==> src/rtl/reg_tag_file_pkg.sv <==
// reg_tag_file_pkg
// Shared definitions for the renaming register/tag file: register count,
// ROB tag encoding, datapath width and the common scalar types.
// No ports; imported by every file of the reg_tag_file slice.
package reg_tag_file_pkg;

   localparam int REG_NUM      = 32;
   localparam int REG_ADDR_W   = 5;
   localparam int INST_TAG_W   = 4;
   localparam int ROB_ENTRIES  = 8;
   localparam int COMMON_WIDTH = 32;
   localparam int CNT_W        = 6;

   typedef logic [COMMON_WIDTH-1:0] data_t;
   typedef logic [INST_TAG_W-1:0]   tag_t;
   typedef logic [REG_ADDR_W-1:0]   reg_addr_t;
   typedef logic [CNT_W-1:0]        cnt_t;

   // Marks a register whose value is final (no producer in flight).
   localparam tag_t TAG_INVALID = 4'd8;

   // A tag names a real ROB entry only when it is below the entry count.
   // TAG_INVALID therefore reads as "no producer / no commit".
   function automatic logic tag_is_live(tag_t t);
      return int'(t) < ROB_ENTRIES;
   endfunction

endpackage

==> src/rtl/reg_tag_file_if.sv <==
// reg_tag_file_if
// Bundles the decode read ports, the rename (alloc) port, the ROB commit
// port, flush and the pending counter.
//   master : decode/ROB side, drives addresses, alloc, commit, flush
//   slave  : the register/tag file, drives read values, tags, pending_cnt
interface reg_tag_file_if;
   import reg_tag_file_pkg::*;

   reg_addr_t rs1_addr;
   reg_addr_t rs2_addr;
   data_t     rs1_val;
   data_t     rs2_val;
   tag_t      rs1_tag;
   tag_t      rs2_tag;

   logic      alloc_en;
   reg_addr_t alloc_rd;
   tag_t      alloc_tag;

   reg_addr_t wb_rd;
   data_t     wb_data;
   tag_t      wb_tag;

   logic      flush;
   cnt_t      pending_cnt;

   modport master (
      output rs1_addr, rs2_addr, alloc_en, alloc_rd, alloc_tag,
             wb_rd, wb_data, wb_tag, flush,
      input  rs1_val, rs2_val, rs1_tag, rs2_tag, pending_cnt
   );

   modport slave (
      input  rs1_addr, rs2_addr, alloc_en, alloc_rd, alloc_tag,
             wb_rd, wb_data, wb_tag, flush,
      output rs1_val, rs2_val, rs1_tag, rs2_tag, pending_cnt
   );

endinterface

==> src/rtl/reg_tag_file_read_port.sv <==
// reg_read_port
// One combinational operand read: array lookup with a same-cycle commit
// bypass so a result retiring this cycle is seen immediately.
//   addr          : source register number
//   vals / tags   : current register values and producer tags
//   wb_rd/data/tag: commit port of this cycle
//   val / tag     : operand value and pending producer tag
module reg_read_port
   import reg_tag_file_pkg::*;
(
   input  reg_addr_t addr,
   input  data_t     vals [REG_NUM],
   input  tag_t      tags [REG_NUM],
   input  reg_addr_t wb_rd,
   input  data_t     wb_data,
   input  tag_t      wb_tag,
   output data_t     val,
   output tag_t      tag
);

   // Register 0 is hardwired. The bypass fires only when the committing
   // tag is still the one this register waits on; a commit of an older
   // producer must not hide a newer pending rename.
   always_comb begin
      val = vals[addr];
      tag = tags[addr];
      if (addr == '0) begin
         val = '0;
         tag = TAG_INVALID;
      end else if (tag_is_live(wb_tag) && wb_rd == addr && tags[addr] == wb_tag) begin
         val = wb_data;
         tag = TAG_INVALID;
      end
   end

endmodule

==> src/rtl/reg_tag_file.sv <==
// reg_tag_file
// Architectural register file with per-register rename tags. Each register
// holds its committed value plus the ROB tag of its youngest in-flight
// producer (TAG_INVALID when final).
//   clk, rst : clock, synchronous active-high reset
//   bus      : reg_tag_file_if.slave (read ports, alloc, commit, flush,
//              pending_cnt)
module reg_tag_file
   import reg_tag_file_pkg::*;
(
   input  logic          clk,
   input  logic          rst,
   reg_tag_file_if.slave bus
);

   data_t vals [REG_NUM];
   tag_t  tags [REG_NUM];
   cnt_t  pending_cnt_q;

   logic  wb_commit;
   logic  wb_clear;
   logic  do_alloc;
   logic  alloc_new;
   logic  clear_counted;

   // Decode the events of this cycle. When an allocation and a clearing
   // commit hit the same register the allocation wins, so that clear must
   // not decrement the count (the register stays tagged).
   always_comb begin
      wb_commit     = tag_is_live(bus.wb_tag) && bus.wb_rd != '0;
      wb_clear      = wb_commit && tags[bus.wb_rd] == bus.wb_tag;
      do_alloc      = bus.alloc_en && bus.alloc_rd != '0 && !bus.flush;
      alloc_new     = do_alloc && tags[bus.alloc_rd] == TAG_INVALID;
      clear_counted = wb_clear && !(do_alloc && bus.alloc_rd == bus.wb_rd);
   end

   // State update. Commit data is written even under flush; flush only
   // drops the tags. The allocation write comes after the clear so it
   // takes precedence on a shared rd.
   always_ff @(posedge clk) begin
      if (rst) begin
         for (int i = 0; i < REG_NUM; i++) begin
            vals[i] <= '0;
            tags[i] <= TAG_INVALID;
         end
         pending_cnt_q <= '0;
      end else begin
         if (wb_commit)
            vals[bus.wb_rd] <= bus.wb_data;
         if (bus.flush) begin
            for (int i = 0; i < REG_NUM; i++)
               tags[i] <= TAG_INVALID;
            pending_cnt_q <= '0;
         end else begin
            if (wb_clear)
               tags[bus.wb_rd] <= TAG_INVALID;
            if (do_alloc)
               tags[bus.alloc_rd] <= bus.alloc_tag;
            unique case ({alloc_new, clear_counted})
               2'b10: if (pending_cnt_q < cnt_t'(REG_NUM - 1)) pending_cnt_q <= pending_cnt_q + 1'b1;
               2'b01: if (pending_cnt_q != '0) pending_cnt_q <= pending_cnt_q - 1'b1;
               default: pending_cnt_q <= pending_cnt_q;
            endcase
         end
      end
   end

   assign bus.pending_cnt = pending_cnt_q;

   reg_read_port u_rd1 (
      .addr    (bus.rs1_addr),
      .vals    (vals),
      .tags    (tags),
      .wb_rd   (bus.wb_rd),
      .wb_data (bus.wb_data),
      .wb_tag  (bus.wb_tag),
      .val     (bus.rs1_val),
      .tag     (bus.rs1_tag)
   );

   reg_read_port u_rd2 (
      .addr    (bus.rs2_addr),
      .vals    (vals),
      .tags    (tags),
      .wb_rd   (bus.wb_rd),
      .wb_data (bus.wb_data),
      .wb_tag  (bus.wb_tag),
      .val     (bus.rs2_val),
      .tag     (bus.rs2_tag)
   );

endmodule

==> src/flat_wrapper.sv <==
// flat-port wrapper written by rule: the top's interface ports become plain ports
module reg_tag_file_flat import reg_tag_file_pkg::*;
  (clk, rst, bus_rs1_addr, bus_rs2_addr, bus_alloc_en, bus_alloc_rd, bus_alloc_tag, bus_wb_rd, bus_wb_data, bus_wb_tag, bus_flush, bus_rs1_val, bus_rs2_val, bus_rs1_tag, bus_rs2_tag, bus_pending_cnt);
  reg_tag_file_if bus_i ();
  input  logic clk;
  input  logic rst;
  input wire logic [$bits(bus_i.rs1_addr)-1:0] bus_rs1_addr;
  input wire logic [$bits(bus_i.rs2_addr)-1:0] bus_rs2_addr;
  input wire logic [$bits(bus_i.alloc_en)-1:0] bus_alloc_en;
  input wire logic [$bits(bus_i.alloc_rd)-1:0] bus_alloc_rd;
  input wire logic [$bits(bus_i.alloc_tag)-1:0] bus_alloc_tag;
  input wire logic [$bits(bus_i.wb_rd)-1:0] bus_wb_rd;
  input wire logic [$bits(bus_i.wb_data)-1:0] bus_wb_data;
  input wire logic [$bits(bus_i.wb_tag)-1:0] bus_wb_tag;
  input wire logic [$bits(bus_i.flush)-1:0] bus_flush;
  output wire logic [$bits(bus_i.rs1_val)-1:0] bus_rs1_val;
  output wire logic [$bits(bus_i.rs2_val)-1:0] bus_rs2_val;
  output wire logic [$bits(bus_i.rs1_tag)-1:0] bus_rs1_tag;
  output wire logic [$bits(bus_i.rs2_tag)-1:0] bus_rs2_tag;
  output wire logic [$bits(bus_i.pending_cnt)-1:0] bus_pending_cnt;
  assign bus_i.rs1_addr = bus_rs1_addr;
  assign bus_i.rs2_addr = bus_rs2_addr;
  assign bus_i.alloc_en = bus_alloc_en;
  assign bus_i.alloc_rd = bus_alloc_rd;
  assign bus_i.alloc_tag = bus_alloc_tag;
  assign bus_i.wb_rd = bus_wb_rd;
  assign bus_i.wb_data = bus_wb_data;
  assign bus_i.wb_tag = bus_wb_tag;
  assign bus_i.flush = bus_flush;
  assign bus_rs1_val = bus_i.rs1_val;
  assign bus_rs2_val = bus_i.rs2_val;
  assign bus_rs1_tag = bus_i.rs1_tag;
  assign bus_rs2_tag = bus_i.rs2_tag;
  assign bus_pending_cnt = bus_i.pending_cnt;
  reg_tag_file u_core (.clk(clk), .rst(rst), .bus(bus_i));
endmodule
==> config.mk <==
export PLATFORM = sky130hd
export DESIGN_NAME = reg_tag_file_flat
export DESIGN_NICKNAME = d
export VERILOG_FILES = /design/src/rtl/reg_tag_file_pkg.sv /design/src/rtl/reg_tag_file_if.sv /design/src/rtl/reg_tag_file_read_port.sv /design/src/rtl/reg_tag_file.sv /design/src/flat_wrapper.sv
export SDC_FILE = /design/constraint.sdc
export NUM_CORES = 2
export LEC_CHECK = 0
export ABC_AREA = 0
export CAP_MARGIN = 30
export CORE_MARGIN = 2
export CORE_UTILIZATION = 45
export DETAILED_ROUTE_END_ITERATION = 10
export MAX_ROUTING_LAYER = met4
export PLACE_DENSITY = 0.69
export SLEW_MARGIN = 15
export SYNTH_ARGS = -nofsm -noshare
export SYNTH_HDL_FRONTEND = slang
export SYNTH_HIERARCHICAL = 1
export SYNTH_SLANG_ARGS = --single-unit
export TNS_END_PERCENT = 10
==> constraint.sdc <==
create_clock -name clk -period 3.7 [get_ports clk]
set_input_delay 0.74 -clock clk [delete_from_list [all_inputs] [get_ports clk]]
set_output_delay 0.74 -clock clk [all_outputs]
set_load 0.05 [all_outputs]
==> Yosys cells after proc, flatten, opt, wreduce, memory -nomap -nowiden <==
Index checks and enable logic that the tools add are counted.
{ "totals": {"inputBits": 64, "elab_cells": 157, "reg_bits": 1158, "out_inout_bits": 78} }
{ "op_classes": {"n_bitwise": 7, "n_mux": 41, "add_sub_neg": 2, "n_reduce_logical": 23, "n_lt_le_gt_ge": 8, "eq_ne": 11} }
{ "ops": {"columns": ["cell", "count"], "rows": [
  ["bitwise mux 1024 bit", 1],
  ["two-way mux 128 bit", 4],
  ["binary-select mux 32 bit (select 5 bit)", 2],
  ["two-way mux 32 bit", 9],
  ["demux 32 bit (select 5 bit)", 1],
  ["bitwise mux 128 bit", 1],
  ["bitwise AND 96 bit", 1],
  ["inverter 96 bit", 1],
  ["binary-select mux 4 bit (select 5 bit)", 4],
  ["two-way mux 4 bit", 14],
  ["demux 4 bit (select 5 bit)", 2],
  ["bitwise OR 32 bit", 1],
  [">= comparator 6 bit, second input constant", 4],
  ["inverter 5 -> 6 bit", 4],
  ["equality test 5 bit", 3],
  ["logical AND 1 bit", 13],
  ["equality test 4 bit", 3],
  ["< comparator 6 x 1 -> 1 bit, second input constant", 2],
  ["two-way mux 6 bit", 2],
  ["case mux 6 bit (2 select lines)", 1],
  ["zero test 5 bit", 2],
  ["nonzero test 5 bit", 2],
  ["adder 6 x 1 -> 6 bit, second input constant", 1],
  ["< comparator 6 x 5 -> 1 bit, second input constant", 1],
  ["11 further kinds", 13]
]} }

==> Depth between registers and ports, before layout <==
{ "depth": {"depth_word": 12, "ltp_mapped": 18} }

==> Cells and area by module <==
The synthesis kept the hierarchy.
{ "modules_own_cells": {"columns": ["mod", "cells_per_inst", "seq_area_each_um2", "area_each_um2", "instances"], "rows": [
  ["reg_tag_file", 5474, 23182.2, 42753.5, 1],
  ["reg_read_port", 698, 0.0, 9915.8, 2]
]} }

==> Worst setup path after synthesis <==
No wires, ideal clock.
{ "synth_path": {"path_kind": "in2out", "from": "input bus_rs1_addr[1]", "to": "output bus_rs1_val[0]", "required_time_ps": 2960, "path_buffers": 5, "stages": 12, "t_arrival_ps": 3344, "slack_ps": -384, "cell_sequence": "buf_4 > buf_12 > buf_12 > mux2i_1 > a22oi_2 > a21oi_1 > nor4_2 > xnor2_1 > and4_1 > buf_6 > buf_6 > mux2i_1"} }
{ "synth_between": {"elab_chain_cells": 8, "word_cells_on_any_way": 14, "cone_classes": "eq/ne: 2; mux: 8; bitwise: 1; reduce/logical: 3"} }
{ "synth_lines": {"columns": ["element", "line", "source"], "rows": [
  ["from (decl)", "flat_wrapper.sv:7", "input wire logic [$bits(bus_i.rs1_addr)-1:0] bus_rs1_addr;"],
  ["inverter 5 -> 6 bit (not written as such)", "reg_tag_file_read_port.sv:25, reg_tag_file_read_port.sv:30", null],
  ["binary-select mux 4 bit (select 5 bit)", "reg_tag_file_read_port.sv:30", "end else if (tag_is_live(wb_tag) && wb_rd == addr && tags[addr] == wb_tag) begin"],
  ["two-way mux 4 bit (not written as such) (2 in series)", "reg_tag_file_read_port.sv:30", null],
  ["equality test 4 bit", "reg_tag_file_read_port.sv:30", null],
  ["logical AND 1 bit", "reg_tag_file_read_port.sv:30", null],
  ["two-way mux 32 bit", "reg_tag_file_read_port.sv:30", null],
  ["two-way mux 32 bit (*)", "reg_tag_file_read_port.sv:27", "if (addr == '0) begin"],
  ["to (decl)", "flat_wrapper.sv:16", "output wire logic [$bits(bus_i.rs1_val)-1:0] bus_rs1_val;"]
]} }
Mark *: on every way between the ends. The rest lies on a longest branch, timed or not. The select of a mux whose other input is x is not followed.

==> Final worst setup path <==
{ "layout_path": {"from": "input bus_rs2_addr[2]", "to": "output bus_rs2_val[2]"} }
{ "layout_between": {"elab_chain_cells": 8, "word_cells_on_any_way": 14, "cone_classes": "eq/ne: 2; mux: 8; bitwise: 1; reduce/logical: 3"} }
{ "layout_lines": {"columns": ["element", "line", "source"], "rows": [
  ["from (decl)", "flat_wrapper.sv:8", "input wire logic [$bits(bus_i.rs2_addr)-1:0] bus_rs2_addr;"],
  ["inverter 5 -> 6 bit (not written as such)", "reg_tag_file_read_port.sv:25, reg_tag_file_read_port.sv:30", null],
  ["binary-select mux 4 bit (select 5 bit)", "reg_tag_file_read_port.sv:30", null],
  ["two-way mux 4 bit (not written as such) (2 in series)", "reg_tag_file_read_port.sv:30", null],
  ["equality test 4 bit", "reg_tag_file_read_port.sv:30", null],
  ["logical AND 1 bit", "reg_tag_file_read_port.sv:30", null],
  ["two-way mux 32 bit", "reg_tag_file_read_port.sv:30", null],
  ["two-way mux 32 bit (*)", "reg_tag_file_read_port.sv:27", null],
  ["to (decl)", "flat_wrapper.sv:17", "output wire logic [$bits(bus_i.rs2_val)-1:0] bus_rs2_val;"]
]} }
Marked as above.

==> metrics.csv <==
metric;value;unit
Nets;7147;
Syn Nets;6939;
width of the chip;376.9;um
initial antenna violation count;11;
htree depth;3;
cell with the most instances after synthesis;nand2_1;
crit path time final;4.241;ns
Hold-fix buffers, CTS;0;
# fillers;11680;
failing checks;negative setup slack;
Synth top cells by count;nand2_1 (2296), dfxtp_1 (1158), a21oi_1 (1130);
cell type with the largest total area after synthesis;dfxtp_1;
EDFF count, synth;0;
Min Hold Slack;0.4667;ns
Overall Global Routing Usage;39.11;%
post-synthesis sequential area ratio;37.04;%
Yosys Warn Count;6;
DPL Wire Length;168800;um
GR Overflow Total;0;
average size of a mapped cell;9.110;um^2
share of Yosys cell area claimed by the top area cell type;37.04;%
vias in the first global route;57070;
Worst EP required;2.96;ns
Area contributors post-synth;dfxtp_1 (37%), mux4_2 (23%), nand2_1 (14%);
row count;136;
Unique masters post-synth;71;
CTS Sinks;1158;
DR vias/cell;6.661;
Core Area;137800;um^2
leakage dissipation;26.03;nW
drt wl/cell;30.90;um
Initial DRT Pass Iterations;6;
synth-to-layout area growth;22.78;%
CTS root buffer;clkbuf_16;
# port buffers;141;
I/O pin cnt;142;
Startpoint Class;input pin;
Die Y;376.9;um
routed vias;59920;
footprint of the multi-input gates;37780;um^2
Hold Path Class;reg -> reg;
crit path DAT;3.50;ns
most used routing layer in global routing;met2;
Seq. cell area;23350;um^2
min setup slack post-route;-0.5412;ns
Final period util;114.6;%
Initial Util;45.41;%
VDD IR-drop max;392.7;uV
Total Routed Length;277900;um
maximum buffer depth of the clock tree;3;
Worst Tran Pin Value;1.075;ns
placer congestion estimate;1.050;
Iteration-0 DRC Markers;10270;
Top FF cell, synth;dfxtp_1;
fmax;0.2358;GHz
maxcap violations;0;
DRC Markers;0;
first-pass GRT wire length;394400;um
layout cell share with drive strength beyond 1;27.21;%
largest net degree at the start of global routing;139;
met1 usage;49.54;%
ANT nets after route;0;
CTS tree;yes;
Hold Violations, Final;0;
RSZ-0062 raised after global routing;yes;
grt met3 use;12.26;%
status;finished, violations left;
nature of the critical path endpoint;output port;
die area;142100;um^2
Mapped Area;62590;um^2
Final Max Slew Viols;0;
CTS clk-pin slew, worst paths;0.06;ns
pwr dens;384.0;nW/um^2
Seq cells post-synth;1158;
routing usage on met2;55.46;%
Post-synth ARST share;0;%
post-synthesis cell count;6870;
CTS buffer count;121;
Worst Setup Path Type;in -> out;
Skew-Pair Late Insertion Delay;0.78;ns
Slew headroom;28.36;%
Setup violations, final;73;
pre-CTS setup slack;-1.060;ns
critical path peak fanout;8;
Worst Skew;0.03283;ns
state kept, by name, summed over array words and instances, names as in the netlist:
name,flops
u_core/tags,128
u_core/vals,1024
u_core/bus.pending_cnt,6
per-layer routing:
layer / vias to the layer above / routed length [um]
met5: - / 0
met2: 4644 / 118800
li1: 24820 / -
met4: 0 / 17630
met1: 29360 / 101000
met3: 1098 / 40570
cell usage in the layout, fill, tap and decap left out, types with 21 or more instances in the layout:
| master | synthesis | final |
|---|---|---|
| buf_16 | 0 | 31 |
| buf_4 | 19 | 467 |
| nor2b_1 | 46 | 39 |
| nand2_2 | 0 | 29 |
| buf_6 | 25 | 36 |
| buf_12 | 4 | 152 |
| mux2i_2 | 0 | 27 |
| mux4_2 | 648 | 648 |
| a22oi_1 | 61 | 44 |
| o22ai_1 | 34 | 32 |
| a22oi_2 | 4 | 21 |
| mux2_2 | 65 | 62 |
| clkinv_2 | 0 | 27 |
| clkdlybuf4s50_1 | 0 | 51 |
| o21ai_1 | 31 | 31 |
| mux2i_1 | 264 | 195 |
| nand2_1 | 2296 | 2264 |
| clkbuf_8 | 0 | 29 |
| o211ai_1 | 90 | 90 |
| a21oi_1 | 1130 | 1116 |
| dfxtp_2 | 0 | 54 |
| mux2i_4 | 1 | 43 |
| bufinv_16 | 0 | 21 |
| dfxtp_4 | 0 | 27 |
| a211oi_1 | 36 | 36 |
| nor2_4 | 2 | 28 |
| clkbuf_16 | 0 | 129 |
| dfxtp_1 | 1158 | 1077 |
| nor2_1 | 109 | 82 |
stage by stage:
step           cells  area [um^2]  setup TNS (ns)  power, mW  utilization (%)
2_1_floorplan   6870        62840          -12.68      14.48                -
3_3_place_gp    8661        69630          -72.08      15.58            50.52
3_5_place_dp    8661        69630          -76.78      15.61            50.52
4_1_cts         8959        76220          -28.00      29.32            55.30
5_1_grt         8990        76830          -34.87      30.07            55.74
6_report        8996        76840          -31.90      29.51            55.75
power by group:
group / leakage, nW / total, mW / switching, mW / internal [mW]
sequential: 9.37 / 12.6 / 0.0611 / 12.5
combinational: 14.5 / 3.15 / 1.97 / 1.18
clock: 2.20 / 13.8 / 5.60 / 8.16
critical path, stage by stage:
cell and delay [ns]:
clkbuf_16 0.13, buf_12 0.15, nor2b_4 0.14, buf_6 0.14
a22oi_1 0.20, a21oi_1 0.10, buf_4 0.17, nor4_4 0.25
buf_4 0.18, xnor2_2 0.14, and4_4 0.29, buf_12 0.20
buf_16 0.19, mux2i_4 0.27, buf_12 0.16
path summary, 6_finish.rpt:
| check | from | endpoint | slack (ns) | cells after the start |
|---|---|---|---|---|
| setup / recovery | bus_rs2_addr[2] | bus_rs2_val[2] | -0.54 | 15 |
| hold / removal | u_core/vals[158] | u_core/vals[158] | 0.47 | 2 |
| setup reg to reg | u_core/tags[112] | u_core/bus.pending_cnt[5] | 0.04 | 15 |
| hold reg to reg | u_core/vals[158] | u_core/vals[158] | 0.47 | 2 |
cell families after synthesis:
kind of cell               share of synthesized area (%)
and+or+nand+nor                                    16.58
AOI/OAI and AO/OA                                  12.30
DFF                                                37.04
muxes                                              28.75
buffers and inverters                              4.874
xor gates and xnor gates                          0.3499
adders and majority gates                         0.1120
area by class of cell:
class / count / share of cell area [%]
diodes: 16 / 0.05211
clock buffers: 164 / 4.598
clock inverters: 67 / 1.241
inverters: 3 / 0.01465
multi-input cells: 5024 / 49.16
flip-flops and latches: 1158 / 30.39
well taps: 1794 / 2.921
repair buffers: 770 / 11.62
repair_timing:
| action | in CTS | in global routing |
|---|---|---|
| setup endpoints to repair | 75 | 76 |
| hold endpoints to repair | 0 | 0 |
| resized for setup | 274 | 76 |
| gates cloned | 21 | 4 |
| buffers inserted | 51 | 21 |
| pin swaps | 48 | 19 |
(Power assumes the default switching activity.)
